**src/rtl/rv_pkg.sv**
```systemverilog
// Shared RV32 core definitions: widths, default reset PC, fetch FSM states and major opcodes.
// The HALT state exists only when IFETCH_MISALIGN_CHECK_EN is defined.
package rv_pkg;

  localparam int unsigned XLEN = 32;
  localparam int unsigned ILEN = 32;

  localparam logic [XLEN-1:0] DefaultResetPc = 32'h0000_0000;

`ifdef IFETCH_MISALIGN_CHECK_EN
  typedef enum logic [1:0] {StFetch, StFlush, StHalt} fetch_state_e;
`else
  typedef enum logic [1:0] {StFetch, StFlush} fetch_state_e;
`endif

  typedef struct packed {
    logic [XLEN-1:0] pc;
    logic [ILEN-1:0] instr;
  } fetch_entry_t;

  localparam logic [6:0] OpcLoad   = 7'b000_0011;
  localparam logic [6:0] OpcOpImm  = 7'b001_0011;
  localparam logic [6:0] OpcAuipc  = 7'b001_0111;
  localparam logic [6:0] OpcStore  = 7'b010_0011;
  localparam logic [6:0] OpcOp     = 7'b011_0011;
  localparam logic [6:0] OpcLui    = 7'b011_0111;
  localparam logic [6:0] OpcBranch = 7'b110_0011;
  localparam logic [6:0] OpcJalr   = 7'b110_0111;
  localparam logic [6:0] OpcJal    = 7'b110_1111;
  localparam logic [6:0] OpcSystem = 7'b111_0011;

endpackage

```
**src/rtl/instr_fetch_if.sv**
```systemverilog
// Fetch-stage bus bundle: instruction memory request/response, redirect and decode handoff.
// master = fetch stage, slave = its environment (memory, execute, decode).
interface instr_fetch_if;

  logic                     imem_req_valid;
  logic                     imem_req_ready;
  logic [rv_pkg::XLEN-1:0]  imem_req_addr;
  logic                     imem_rsp_valid;
  logic [rv_pkg::ILEN-1:0]  imem_rsp_data;
  logic                     redirect_valid;
  logic [rv_pkg::XLEN-1:0]  redirect_pc;
  logic                     dec_valid;
  logic                     dec_ready;
  logic [rv_pkg::ILEN-1:0]  dec_instr;
  logic [rv_pkg::XLEN-1:0]  dec_pc;
  logic                     fetch_misalign;

  modport master (
    output imem_req_valid, imem_req_addr, dec_valid, dec_instr, dec_pc, fetch_misalign,
    input  imem_req_ready, imem_rsp_valid, imem_rsp_data, redirect_valid, redirect_pc, dec_ready
  );

  modport slave (
    input  imem_req_valid, imem_req_addr, dec_valid, dec_instr, dec_pc, fetch_misalign,
    output imem_req_ready, imem_rsp_valid, imem_rsp_data, redirect_valid, redirect_pc, dec_ready
  );

endinterface

```
**src/rtl/fetch_fifo.sv**
```systemverilog
// Depth-entry synchronous queue of {pc, instr}; head entry drives rdata directly from storage.
// Clear wins over push and pop in the same cycle.
module fetch_fifo
  import rv_pkg::*;
#(
  parameter int unsigned Depth = 2
) (
  input  logic                   clk,
  input  logic                   rst,
  input  logic                   push,
  input  logic                   pop,
  input  logic                   clear,
  input  fetch_entry_t           wdata,
  output fetch_entry_t           rdata,
  output logic [$clog2(Depth):0] count,
  output logic                   empty,
  output logic                   full
);

  localparam int unsigned PtrW = $clog2(Depth);
  localparam int unsigned CntW = PtrW + 1;

  fetch_entry_t    mem_q [Depth];
  fetch_entry_t    mem_d [Depth];
  logic [PtrW-1:0] wr_ptr_q, wr_ptr_d;
  logic [PtrW-1:0] rd_ptr_q, rd_ptr_d;
  logic [CntW-1:0] count_q, count_d;
  logic            push_eff, pop_eff;

  always_comb begin
    pop_eff  = pop && (count_q != '0);
    push_eff = push && ((count_q != CntW'(Depth)) || pop_eff);
    mem_d    = mem_q;
    wr_ptr_d = wr_ptr_q;
    rd_ptr_d = rd_ptr_q;
    count_d  = count_q;
    if (clear) begin
      wr_ptr_d = '0;
      rd_ptr_d = '0;
      count_d  = '0;
    end else begin
      if (push_eff) begin
        mem_d[wr_ptr_q] = wdata;
        wr_ptr_d        = wr_ptr_q + PtrW'(1);
      end
      if (pop_eff) begin
        rd_ptr_d = rd_ptr_q + PtrW'(1);
      end
      count_d = count_q + CntW'(push_eff) - CntW'(pop_eff);
    end
  end

  // Storage is reset so the decode outputs read zero straight out of reset.
  always_ff @(posedge clk) begin
    if (rst) begin
      for (int i = 0; i < int'(Depth); i++) begin
        mem_q[i] <= '0;
      end
      wr_ptr_q <= '0;
      rd_ptr_q <= '0;
      count_q  <= '0;
    end else begin
      mem_q    <= mem_d;
      wr_ptr_q <= wr_ptr_d;
      rd_ptr_q <= rd_ptr_d;
      count_q  <= count_d;
    end
  end

  assign rdata = mem_q[rd_ptr_q];
  assign count = count_q;
  assign empty = (count_q == '0);
  assign full  = (count_q == CntW'(Depth));

endmodule

```
**src/rtl/instr_fetch.sv**
```systemverilog
// RV32 fetch stage: PC, request credits, stale-response drop counter and FETCH/FLUSH(/HALT) FSM.
// IFETCH_MISALIGN_CHECK_EN enables the misaligned-redirect halt and fetch_misalign pulse.
module instr_fetch
  import rv_pkg::*;
#(
  parameter logic [XLEN-1:0] RESET_PC = DefaultResetPc,
  parameter int unsigned     DEPTH    = 2
) (
  input  logic          clk,
  input  logic          rst,
  instr_fetch_if.master bus
);

  localparam int unsigned CntW = $clog2(DEPTH) + 1;

  fetch_state_e    state_q, state_d;
  logic [XLEN-1:0] pc_q, pc_d;
  logic [CntW-1:0] inflight_q, inflight_d;
  logic [CntW-1:0] drop_cnt_q, drop_cnt_d;

  fetch_entry_t    fifo_wdata, fifo_rdata;
  logic [CntW-1:0] fifo_count;
  logic            fifo_empty, fifo_full;
  logic            fifo_push, fifo_clear;
  logic            req_valid, req_hs, redirect_take;

`ifdef IFETCH_MISALIGN_CHECK_EN
  logic misalign_q, misalign_d;
`endif

  always_comb begin
    // Credits cover both in-flight requests and buffered words, so responses always fit.
    req_valid  = !rst && (state_q == StFetch)
                 && (({1'b0, inflight_q} + {1'b0, fifo_count}) < (CntW + 1)'(DEPTH));
    req_hs     = req_valid && bus.imem_req_ready;
    inflight_d = inflight_q + CntW'(req_hs) - CntW'(bus.imem_rsp_valid);

    state_d    = state_q;
    pc_d       = req_hs ? pc_q + 32'd4 : pc_q;
    drop_cnt_d = drop_cnt_q;
    fifo_push  = 1'b0;
    fifo_clear = 1'b0;
`ifdef IFETCH_MISALIGN_CHECK_EN
    misalign_d    = 1'b0;
    redirect_take = bus.redirect_valid && (state_q != StHalt);
`else
    redirect_take = bus.redirect_valid;
`endif

    unique case (state_q)
      StFetch: fifo_push = bus.imem_rsp_valid;
      StFlush: begin
        if (bus.imem_rsp_valid) begin
          drop_cnt_d = drop_cnt_q - CntW'(1);
          if (drop_cnt_q == CntW'(1)) begin
            state_d = StFetch;
          end
        end
      end
      default: ;
    endcase

    if (redirect_take) begin
      fifo_push  = 1'b0;
      fifo_clear = 1'b1;
      drop_cnt_d = inflight_d;
      pc_d       = bus.redirect_pc & ~32'h3;
      state_d    = (inflight_d != '0) ? StFlush : StFetch;
`ifdef IFETCH_MISALIGN_CHECK_EN
      if (bus.redirect_pc[1:0] != 2'b00) begin
        state_d    = StHalt;
        misalign_d = 1'b1;
      end
`endif
    end
  end

  always_ff @(posedge clk) begin
    if (rst) begin
      state_q    <= StFetch;
      pc_q       <= RESET_PC;
      inflight_q <= '0;
      drop_cnt_q <= '0;
    end else begin
      state_q    <= state_d;
      pc_q       <= pc_d;
      inflight_q <= inflight_d;
      drop_cnt_q <= drop_cnt_d;
    end
  end

`ifdef IFETCH_MISALIGN_CHECK_EN
  always_ff @(posedge clk) begin
    if (rst) begin
      misalign_q <= 1'b0;
    end else begin
      misalign_q <= misalign_d;
    end
  end
  assign bus.fetch_misalign = misalign_q;
`else
  assign bus.fetch_misalign = 1'b0;
`endif

  // Responses are in order, so the oldest outstanding PC is the one at the buffer tail.
  logic [XLEN-1:0] rsp_pc;
  assign rsp_pc = pc_q - {inflight_q, 2'b00};

  assign fifo_wdata = '{pc: rsp_pc, instr: bus.imem_rsp_data};

  fetch_fifo #(
    .Depth (DEPTH)
  ) u_fifo (
    .clk   (clk),
    .rst   (rst),
    .push  (fifo_push),
    .pop   (bus.dec_ready),
    .clear (fifo_clear),
    .wdata (fifo_wdata),
    .rdata (fifo_rdata),
    .count (fifo_count),
    .empty (fifo_empty),
    .full  (fifo_full)
  );

  assign bus.imem_req_valid = req_valid;
  assign bus.imem_req_addr  = pc_q;
  assign bus.dec_valid      = !fifo_empty;
  assign bus.dec_instr      = fifo_rdata.instr;
  assign bus.dec_pc         = fifo_rdata.pc;

  logic unused_full;
  assign unused_full = fifo_full;

endmodule

```
**src/flat_wrapper.sv**
```systemverilog
// flat-port wrapper written by rule: the top's interface ports become plain ports
module instr_fetch_flat import rv_pkg::*;
#(
  parameter logic [XLEN-1:0] RESET_PC = DefaultResetPc,
  parameter int unsigned     DEPTH    = 2
)
  (clk, rst, bus_imem_req_valid, bus_imem_req_addr, bus_dec_valid, bus_dec_instr, bus_dec_pc, bus_fetch_misalign, bus_imem_req_ready, bus_imem_rsp_valid, bus_imem_rsp_data, bus_redirect_valid, bus_redirect_pc, bus_dec_ready);
  instr_fetch_if bus_i ();
  input  logic clk;
  input  logic rst;
  output wire logic [$bits(bus_i.imem_req_valid)-1:0] bus_imem_req_valid;
  output wire logic [$bits(bus_i.imem_req_addr)-1:0] bus_imem_req_addr;
  output wire logic [$bits(bus_i.dec_valid)-1:0] bus_dec_valid;
  output wire logic [$bits(bus_i.dec_instr)-1:0] bus_dec_instr;
  output wire logic [$bits(bus_i.dec_pc)-1:0] bus_dec_pc;
  output wire logic [$bits(bus_i.fetch_misalign)-1:0] bus_fetch_misalign;
  input wire logic [$bits(bus_i.imem_req_ready)-1:0] bus_imem_req_ready;
  input wire logic [$bits(bus_i.imem_rsp_valid)-1:0] bus_imem_rsp_valid;
  input wire logic [$bits(bus_i.imem_rsp_data)-1:0] bus_imem_rsp_data;
  input wire logic [$bits(bus_i.redirect_valid)-1:0] bus_redirect_valid;
  input wire logic [$bits(bus_i.redirect_pc)-1:0] bus_redirect_pc;
  input wire logic [$bits(bus_i.dec_ready)-1:0] bus_dec_ready;
  assign bus_imem_req_valid = bus_i.imem_req_valid;
  assign bus_imem_req_addr = bus_i.imem_req_addr;
  assign bus_dec_valid = bus_i.dec_valid;
  assign bus_dec_instr = bus_i.dec_instr;
  assign bus_dec_pc = bus_i.dec_pc;
  assign bus_fetch_misalign = bus_i.fetch_misalign;
  assign bus_i.imem_req_ready = bus_imem_req_ready;
  assign bus_i.imem_rsp_valid = bus_imem_rsp_valid;
  assign bus_i.imem_rsp_data = bus_imem_rsp_data;
  assign bus_i.redirect_valid = bus_redirect_valid;
  assign bus_i.redirect_pc = bus_redirect_pc;
  assign bus_i.dec_ready = bus_dec_ready;
  instr_fetch #(.RESET_PC(RESET_PC), .DEPTH(DEPTH)) u_core (.clk(clk), .rst(rst), .bus(bus_i));
endmodule
```
**config.mk**
```make
export PLATFORM = sky130hd
export DESIGN_NAME = instr_fetch_flat
export DESIGN_NICKNAME = d
export VERILOG_FILES = /design/src/rtl/rv_pkg.sv /design/src/rtl/instr_fetch_if.sv /design/src/rtl/fetch_fifo.sv /design/src/rtl/instr_fetch.sv /design/src/flat_wrapper.sv
export SDC_FILE = /design/constraint.sdc
export NUM_CORES = 1
export LEC_CHECK = 0
export CORE_MARGIN = 1.5
export CORE_UTILIZATION = 52
export DETAILED_ROUTE_END_ITERATION = 12
export GPL_TIMING_DRIVEN = 0
export PLACE_DENSITY_LB_ADDON = 0.25
export SETUP_SLACK_MARGIN = 0.05
export SLEW_MARGIN = 20
export SYNTH_ARGS = -nofsm -noshare
export SYNTH_HDL_FRONTEND = slang
export SYNTH_SLANG_ARGS = --single-unit
```
**constraint.sdc**
```tcl
create_clock -name clk -period 3.95 [get_ports clk]
set_input_delay 0.5925 -clock clk [delete_from_list [all_inputs] [get_ports clk]]
set_output_delay 0.5925 -clock clk [all_outputs]
set_load 0.02 [all_outputs]
```
# Word level (Yosys, flattened, before mapping)
# Index checks and enable logic that the tools add are counted.
# word_totals
rom_bits	0
output_inout_bits	99
wordCells	73
mem_count	0
regBits	170
latch_bits	0
ramBits	0
# classes
bitwise	3
n_reduce_logical	22
shift	0
order_cmp	4
addsub	10
eq_ne	3
div_mod_pow	0
mul	0
mux	19
# op_table
operator	n
$mux W64	4
$bwmux W128	1
$demux W64 S1	1
$mux W32	2
$add A32 B3 Y32 const B	1
$sub A32 B4 Y32	1
$mux W2	7
$reduce_bool A2 Y1	6
$logic_and A1 B1 Y1	6
$add A2 B1 Y2	2
$eq A2 B1 Y1 const B	2
$ge A2 B2 Y1 const B	2
$logic_not A2 Y1	2
$mux W1	4
$not A1 Y2	2
$reduce_and A2 Y1	2
$reduce_or A2 Y1	2
$sub A2 B1 Y2	2
$add A2 B2 Y3	1
$lt A3 B2 Y1 const B	1
$reduce_and A3 Y1	1
$add A1 B1 Y1 const B	2
$logic_not A1 Y1	2
$lt A2 B1 Y1 const B	1
4 further kinds	4

# Depth between registers and ports, before layout
# Gate-level depths: netlist of run 1.
# logic_depth
word_depth	9
depth_mapped	9

# Hierarchy
# Synthesis of run 1 repeated with hierarchy kept, for this count alone.
# unflattened
cells_unflattened	933
hier_area_um2	9100.0
# modules_own_cells
mod	n_inst	area_per_inst_um2	cells_each
fetch_fifo	1	6301.0	583
instr_fetch	1	2798.9	350

# Worst setup path after synthesis of run 1
# No wires, ideal clock.
# synth_path
path_kind	register to register
from	register u_core.inflight_q[0]
to	register u_core.pc_q[18], in the netlist u_core.bus.imem_req_addr[18]
required_time_ps	3859
path_slack_ps	963
arrival_time_ps	2896
stages_incl_launch_ff	8
n_path_buf	1
path_cell_list	dfxtp_1 > and2_1 > fa_1 > or4b_1 > or4_1 > clkbuf_1 > or4_1 > a311oi_1
# synth_between
elab_chain_cells	5
# synth_lines
element	line_no	rtl
from (decl)	instr_fetch.sv:18	logic [CntW-1:0] inflight_q, inflight_d;
from (signal assigned)	instr_fetch.sv:87	inflight_q <= inflight_d;
$add A2 B2 Y3	instr_fetch.sv:34	&& (({1'b0, inflight_q} + {1'b0, fifo_count}) < (CntW + 1)'(DEPTH));
$lt A3 B2 Y1	instr_fetch.sv:34	
$logic_and A1 B1 Y1	instr_fetch.sv:34	
$logic_and A1 B1 Y1	instr_fetch.sv:35	req_hs = req_valid && bus.imem_req_ready;
$reduce_bool A2 Y1 (no line)	-	
to (signal assigned)	instr_fetch.sv:86	pc_q <= pc_d;
to (decl)	instr_fetch.sv:17	logic [XLEN-1:0] pc_q, pc_d;
# Every way passes these cells.
# A chain may end at the register's enable or synchronous reset.

# Worst setup path in the final report of run 1
# layout_path
from	input rst
to	output bus_imem_req_valid
# layout_between
elab_chain_cells	3
# layout_lines
element	line_no	rtl
from (decl)	flat_wrapper.sv:10	input logic rst;
$logic_not A1 Y1	instr_fetch.sv:33	req_valid = !rst && (state_q == StFetch)
$logic_and A1 B1 Y1	instr_fetch.sv:33	
$logic_and A1 B1 Y1	instr_fetch.sv:34	
to (decl)	flat_wrapper.sv:11	output wire logic [$bits(bus_i.imem_req_valid)-1:0] bus_imem_req_valid;
# Every way passes these cells.

==> results of run 1 <==
## placed cells by master, fill, tap and decap left out, types with 6 or more instances in the layout
cell and instances:
a211oi_1 36, a21oi_1 69, a311oi_1 41, a31oi_1 7, and2_1 7, and3_1 10, buf_1 6, clkbuf_1 79
clkbuf_16 17, clkdlybuf4s50_1 159, dfxtp_1 163, ha_1 8, inv_1 17, mux2_2 62, nand2_1 156, nand3_1 20
nand4_1 20, nor2_1 91, nor3_1 16, nor4_1 16, o21ai_0 7, o31ai_1 20, or3_1 13, or4_1 20
xnor2_1 17, xor2_1 6
## flip-flops by register name, summed over array words and instances, names as in the netlist
register and cells:
u_core.u_fifo.rd_ptr_q 1, u_core.u_fifo.count 2, u_core.inflight_q 2, u_core.state_q 1, u_core.u_fifo.mem_q 124, u_core.bus.imem_req_addr 30, u_core.u_fifo.wr_ptr_q 1, u_core.drop_cnt_q 2
## per-stage QoR
| step | area, sq um | hold WS [ps] |
|---|---|---|
| final | 10700 | 452 |
| after global placement | 10100 | 439 |
| after detailed placement | 10100 | 445 |
| after global routing | 10700 | 471 |
| after CTS | 10700 | 455 |
| after floorplan | 8200 | 433 |
## power by group through the flow
stage	Clock [uW]	Combinational, uW	Sequential (uW)
global placement	0	877	1830
floorplan	0	512	1840
CTS	1810	891	1800
global route	1890	974	1810
finish	1810	904	1800
detailed placement	0	883	1830
## kinds of logic after synthesis
group | Yosys count | share of synthesized area [%]
muxes | 62 | 8.53
DFF | 163 | 39.9
adders and majority gates | 10 | 1.71
xor gates and xnor gates | 23 | 2.46
and+or+nand+nor | 401 | 23.6
other | 1 | 0.0458
AOI/OAI and AO/OA | 211 | 18.2
buffers and inverters | 113 | 5.66
## tightest hold or removal path: stages (launching register included)
cell	delay (ps)
dfxtp_1	310
nand2_1	50
a21oi_1	50
## path summary, 6_finish.rpt
path / start / endpoint / slack [ps] / cells past startpoint
setup / recovery: rst / bus_imem_req_valid / 130 / 6
hold / removal: u_core.u_fifo.mem_q[3]$_SDFFE_PP0P_ / u_core.u_fifo.mem_q[3]$_SDFFE_PP0P_ / 450 / 2
setup reg to reg: u_core.u_fifo.count[0]$_SDFF_PP0_ / u_core.bus.imem_req_addr[18]$_SDFFE_PP0P_ / 540 / 7
hold reg to reg: u_core.u_fifo.mem_q[3]$_SDFFE_PP0P_ / u_core.u_fifo.mem_q[3]$_SDFFE_PP0P_ / 450 / 2
## final cells by class
class	instances	area (sq um)	share of cell area (%)
well taps	211	264	2.47
clock inverters	13	198	1.85
flip-flops and latches	163	3260	30.5
inverters	18	67.6	0.631
plain buffers	95	395	3.69
clock buffers	19	443	4.14
multi-input cells	712	4490	41.9
repair buffers	159	1590	14.9
## layer usage
layer / global-route usage (%) / part of all wire [%] / up-vias
li1: - / - / 3934
met1: 43.0 / 44 / 3860
met2: 47.0 / 45 / 442
met3: 5.16 / 8.5 / 66
met4: 12.7 / 2.8 / 0
met5: 0 / 0 / -
==> flow_summary.json, run 1 <==
{
  "status": "completed",
  "finalNonFillerCells": 1390,
  "drv_slew": 0,
  "drc": 0,
  "grt_use_total_pct": 30.7,
  "hold_viol_final": 0,
  "layout.nets": 1246,
  "total_power_uw": 4520,
  "antenna_found_initial": 0,
  "critPathMaxFanout": 10,
  "yosysMostFrequentCell": "dfxtp_1",
  "rsz0062_at_grt": "false",
  "crit_top_cell": "clkbuf_1",
  "firstDrtPassIters": 5,
  "fin_crit_sh_pct": 96.8,
  "routedWlPerCell_um": 18.2,
  "synth_area_sq_um": 8190,
  "p_sw_uw": 1310,
  "synth-edff-count": 0,
  "switching_share_pct": 29.0,
  "gp_congestion": 0.942,
  "fin_ws_ps": 126,
  "worstPathArrival_ps": 3230,
  "finalWirelength_um": 25300,
  "pre_cts_slack_ps": 295,
  "yosys-top-cells-count": "dfxtp_1 (163), nand2_1 (156), nor2_1 (91)",
  "min_period_ps": 3820,
  "synthCells": 984,
  "fin_skew_ps": 8.69,
  "ys_seq_elements": 163,
  "cts_buffers": 17,
  "cts_tree": "built",
  "dpl.hpwl_um": 17900,
  "grt_pass1_vias": 7618,
  "clock_tree.buffer_depth": 2,
  "drtIter0Drc": 801,
  "seqPwrFrac_pct": 39.9,
  "yosys_warnings": 0,
  "fin_util_pct": 69.9,
  "ctsResizeCount": 0,
  "worst-path-buf-inv": 5,
  "num_vias": 8302,
  "worstSkewPairLatency_ps": 430,
  "tightest_slew_ps": 923,
  "crit_family": "buffers and inverters",
  "finalSetupViolCount": 0,
  "place_inst": 1358,
  "grt_pass1_wl_um": 39500,
  "drive_gt1_share_pct": 10.1,
  "end_kind": "output port",
  "totalNegativeSetupSlack_ps": 0,
  "synth_area_leader_cell": "dfxtp_1",
  "maxCapViolations": 0,
  "post_cts_buffers": 0,
  "ys_seq_area_share_pct": 39.9,
  "diodes": 0,
  "synth_top_area_share_pct": 39.9,
  "core_area_sq_um": 15300,
  "syn_to_final_growth_pct": 30.8,
  "synthArstFlopShare_pct": 0,
  "rows": 45,
  "ys_types": 58,
  "cts.sinks": 163,
  "fillers": 1308,
  "cts-root-buf": "clkbuf_16",
  "die_w_um": 128,
  "crit_slowest_cell": "clkbuf_1",
  "required_ps": 3360,
  "cellPowerDensity_nw_per_um2": 422,
  "cpPeakStageDelay_ps": 640,
  "max_freq_ghz": 0.261,
  "final_antenna_net_count": 0,
  "die_area_sq_um": 16500,
  "syn_avg_cell_area_sq_um": 8.32,
  "synth.area.top_cells": "dfxtp_1 (40%), mux2_2 (8.5%), nand2_1 (7.2%)",
  "die_h_um": 128,
  "cts_max_level": 4,
  "power.share.clock_pct": 40.1,
  "relSlewSlack_pct": 37.9,
  "internal_power_uw": 3200,
  "cts.clk_slew.worst_paths_ps": 70,
  "hold_buffers": 0,
  "comb_power_share_pct": 20.0,
  "ir_worst_vdd_uv": 322,
  "power_leakage_uw": 0.00358,
  "start_util_pct": 53.4,
  "grt_start_max_net_pins": 17,
  "critical_path_class": "in -> out",
  "portBuffers": 159,
  "ys.flop_type": "dfxtp_1",
  "hp-class": "reg -> reg",
  "viasPerCell": 5.97,
  "ios": 169,
  "crit_chain": "clkbuf_1, clkbuf_1, clkbuf_1, clkbuf_1, nor4_1, clkdlybuf4s50_1",
  "grt_overflow_total": 0,
  "cp-start-kind": "input port"
}
No activity file was read; power rests on OpenSTA's default activity.
==> run 2: changes to the inputs <==
--- a/config.mk
+++ b/config.mk
@@ -5,6 +5,7 @@
 export SDC_FILE = /design/constraint.sdc
 export NUM_CORES = 1
 export LEC_CHECK = 0
+export ABC_CLOCK_PERIOD_IN_PS = 3950
 export CORE_MARGIN = 1.5
 export CORE_UTILIZATION = 52
 export DETAILED_ROUTE_END_ITERATION = 12
==> results of run 2 <==
Final layout, timing and power as in run 1 (identical DEF).
==> run 3: changes to the inputs <==
--- a/config.mk
+++ b/config.mk
@@ -6,6 +6,7 @@
 export NUM_CORES = 1
 export LEC_CHECK = 0
 export ABC_CLOCK_PERIOD_IN_PS = 3950
+export CORE_ASPECT_RATIO = 1.75
 export CORE_MARGIN = 1.5
 export CORE_UTILIZATION = 52
 export DETAILED_ROUTE_END_ITERATION = 12
==> run 3 against run 2 <==
Sequential share of layout area rose by 0.21 points. Clock skew rose by 2.9 ps. Register-to-register slack barely moved. Largest cell class unchanged.
==> flow_summary.json, run 3 (synthesized netlist as in run 1, its figures left out) <==
{
  "core_area_sq_um": 15400,
  "end_kind": "output port",
  "maxCapViolations": 0,
  "grt_start_max_net_pins": 17,
  "fin_skew_ps": 11.6,
  "num_vias": 8326,
  "grt_pass1_vias": 8058,
  "ir_worst_vdd_uv": 332,
  "die_h_um": 169,
  "ios": 169,
  "crit_top_cell": "clkbuf_1",
  "layout_common_cells": "dfxtp_1 (163), clkdlybuf4s50_1 (159), nand2_1 (156)",
  "drv_slew": 0,
  "dpl.hpwl_um": 19300,
  "hp-class": "reg -> reg",
  "cts_max_level": 4,
  "diodes": 0,
  "portBuffers": 159,
  "max_freq_ghz": 0.272,
  "gp_congestion": 0.976,
  "cts_buffers": 17,
  "fin_ws_ps": 273,
  "critPathMaxFanout": 10,
  "grt_pass1_wl_um": 40300,
  "syn_to_final_growth_pct": 29.9,
  "critical_path_class": "in -> out",
  "cts.sinks": 163,
  "crit_slowest_cell": "clkdlybuf4s50_1",
  "worstSkewPairLatency_ps": 430,
  "crit_chain": "clkbuf_1, clkbuf_1, clkbuf_1, clkbuf_2, nor4_1, clkdlybuf4s50_1",
  "status": "completed",
  "firstDrtPassIters": 6,
  "die_w_um": 97.8,
  "ctsResizeCount": 1,
  "cp-start-kind": "input port",
  "layout_commonest_cell": "dfxtp_1",
  "required_ps": 3360,
  "post_cts_buffers": 0,
  "drtIter0Drc": 439,
  "relSlewSlack_pct": 22.9,
  "finalSetupViolCount": 0,
  "die_area_sq_um": 16500,
  "cpPeakStageDelay_ps": 560,
  "tightest_slew_ps": 1150,
  "hold_buffers": 0,
  "finalWirelength_um": 25900,
  "viasPerCell": 6.10,
  "antenna_found_initial": 0,
  "clock_tree.buffer_depth": 2,
  "rows": 60,
  "largest_reg_flops": 124,
  "start_util_pct": 53.2,
  "top_register": "u_core.u_fifo.mem_q",
  "cts.clk_slew.worst_paths_ps": 70,
  "min_period_ps": 3680,
  "hold_viol_final": 0,
  "pre_cts_slack_ps": 35.6,
  "power_leakage_uw": 0.00357,
  "grt_use_total_pct": 30.4,
  "drc": 0,
  "routedWlPerCell_um": 18.9,
  "cts_tree": "built",
  "cts-root-buf": "clkbuf_16",
  "final_antenna_net_count": 0,
  "worstPathArrival_ps": 3080,
  "cellPowerDensity_nw_per_um2": 414,
  "rsz0062_at_grt": "false",
  "layout.nets": 1246,
  "totalNegativeSetupSlack_ps": 0,
  "grt_overflow_total": 0,
  "fin_crit_sh_pct": 93.1,
  "drive_gt1_share_pct": 10.3
}
run 3: cell count changes in the layout (fill, tap and decap cells not counted):
| cell | change |
|---|---|
| bufinv_16 | -2 |
| clkinv_2 | +2 |
| clkbuf_1 | -2 |
| inv_6 | +1 |
| clkinvlp_4 | -1 |
| clkbuf_8 | -1 |
| inv_8 | +2 |
| clkbuf_2 | +1 |
run 3: layer usage:
metal	global-route usage (%)	part of all wire [%]	routed length, um
met5	0	0	0
met4	19.8	6.0	1540
met3	4.38	5.0	1290
met2	56.3	53	13600
met1	31.3	36	9400
run 3: critical path: cells and delay by family:
kind                   cells  cell delay, ps
buffers and inverters      5            2350
and+or+nand+nor            1             130
run 3: final timing paths:
check / start / to / slack, ps / cells past startpoint
max: rst / bus_imem_req_valid / 270 / 6
min: u_core.u_fifo.mem_q[29]$_SDFFE_PP0P_ / u_core.u_fifo.mem_q[29]$_SDFFE_PP0P_ / 450 / 2
max reg2reg: u_core.u_fifo.count[0]$_SDFF_PP0_ / u_core.bus.imem_req_addr[18]$_SDFFE_PP0P_ / 550 / 7
min reg2reg: u_core.u_fifo.mem_q[29]$_SDFFE_PP0P_ / u_core.u_fifo.mem_q[29]$_SDFFE_PP0P_ / 450 / 2
run 3: cell type report:
class / instances / area, sq um
Buffer: 95 / 397
Clock buffer: 17 / 425
Clock inverter: 15 / 171
Fill cell: 1287 / 4750
Inverter: 18 / 67.6
Multi-Input combinational cell: 712 / 4490
Sequential cell: 163 / 3260
Tap cell: 186 / 233
Timing Repair Buffer: 159 / 1590
run 3: power breakdown:
group	total (uW)	switching, uW	internal (uW)
Clock	1690	741	952
Sequential	1800	69.5	1730
Combinational	908	521	387
run 3: per-stage QoR:
stage	hold WS, ps	power, uW	cell area, sq um	utilization, %	instances
6_report	451	4400	10600	69.1	1365
2_1_floorplan	433	2350	8200	-	988
5_1_grt	475	4540	10600	69.1	1365
4_1_cts	455	4390	10600	69.1	1365
3_3_place_gp	438	2720	10000	65.1	1333
3_5_place_dp	445	2730	10000	65.2	1333
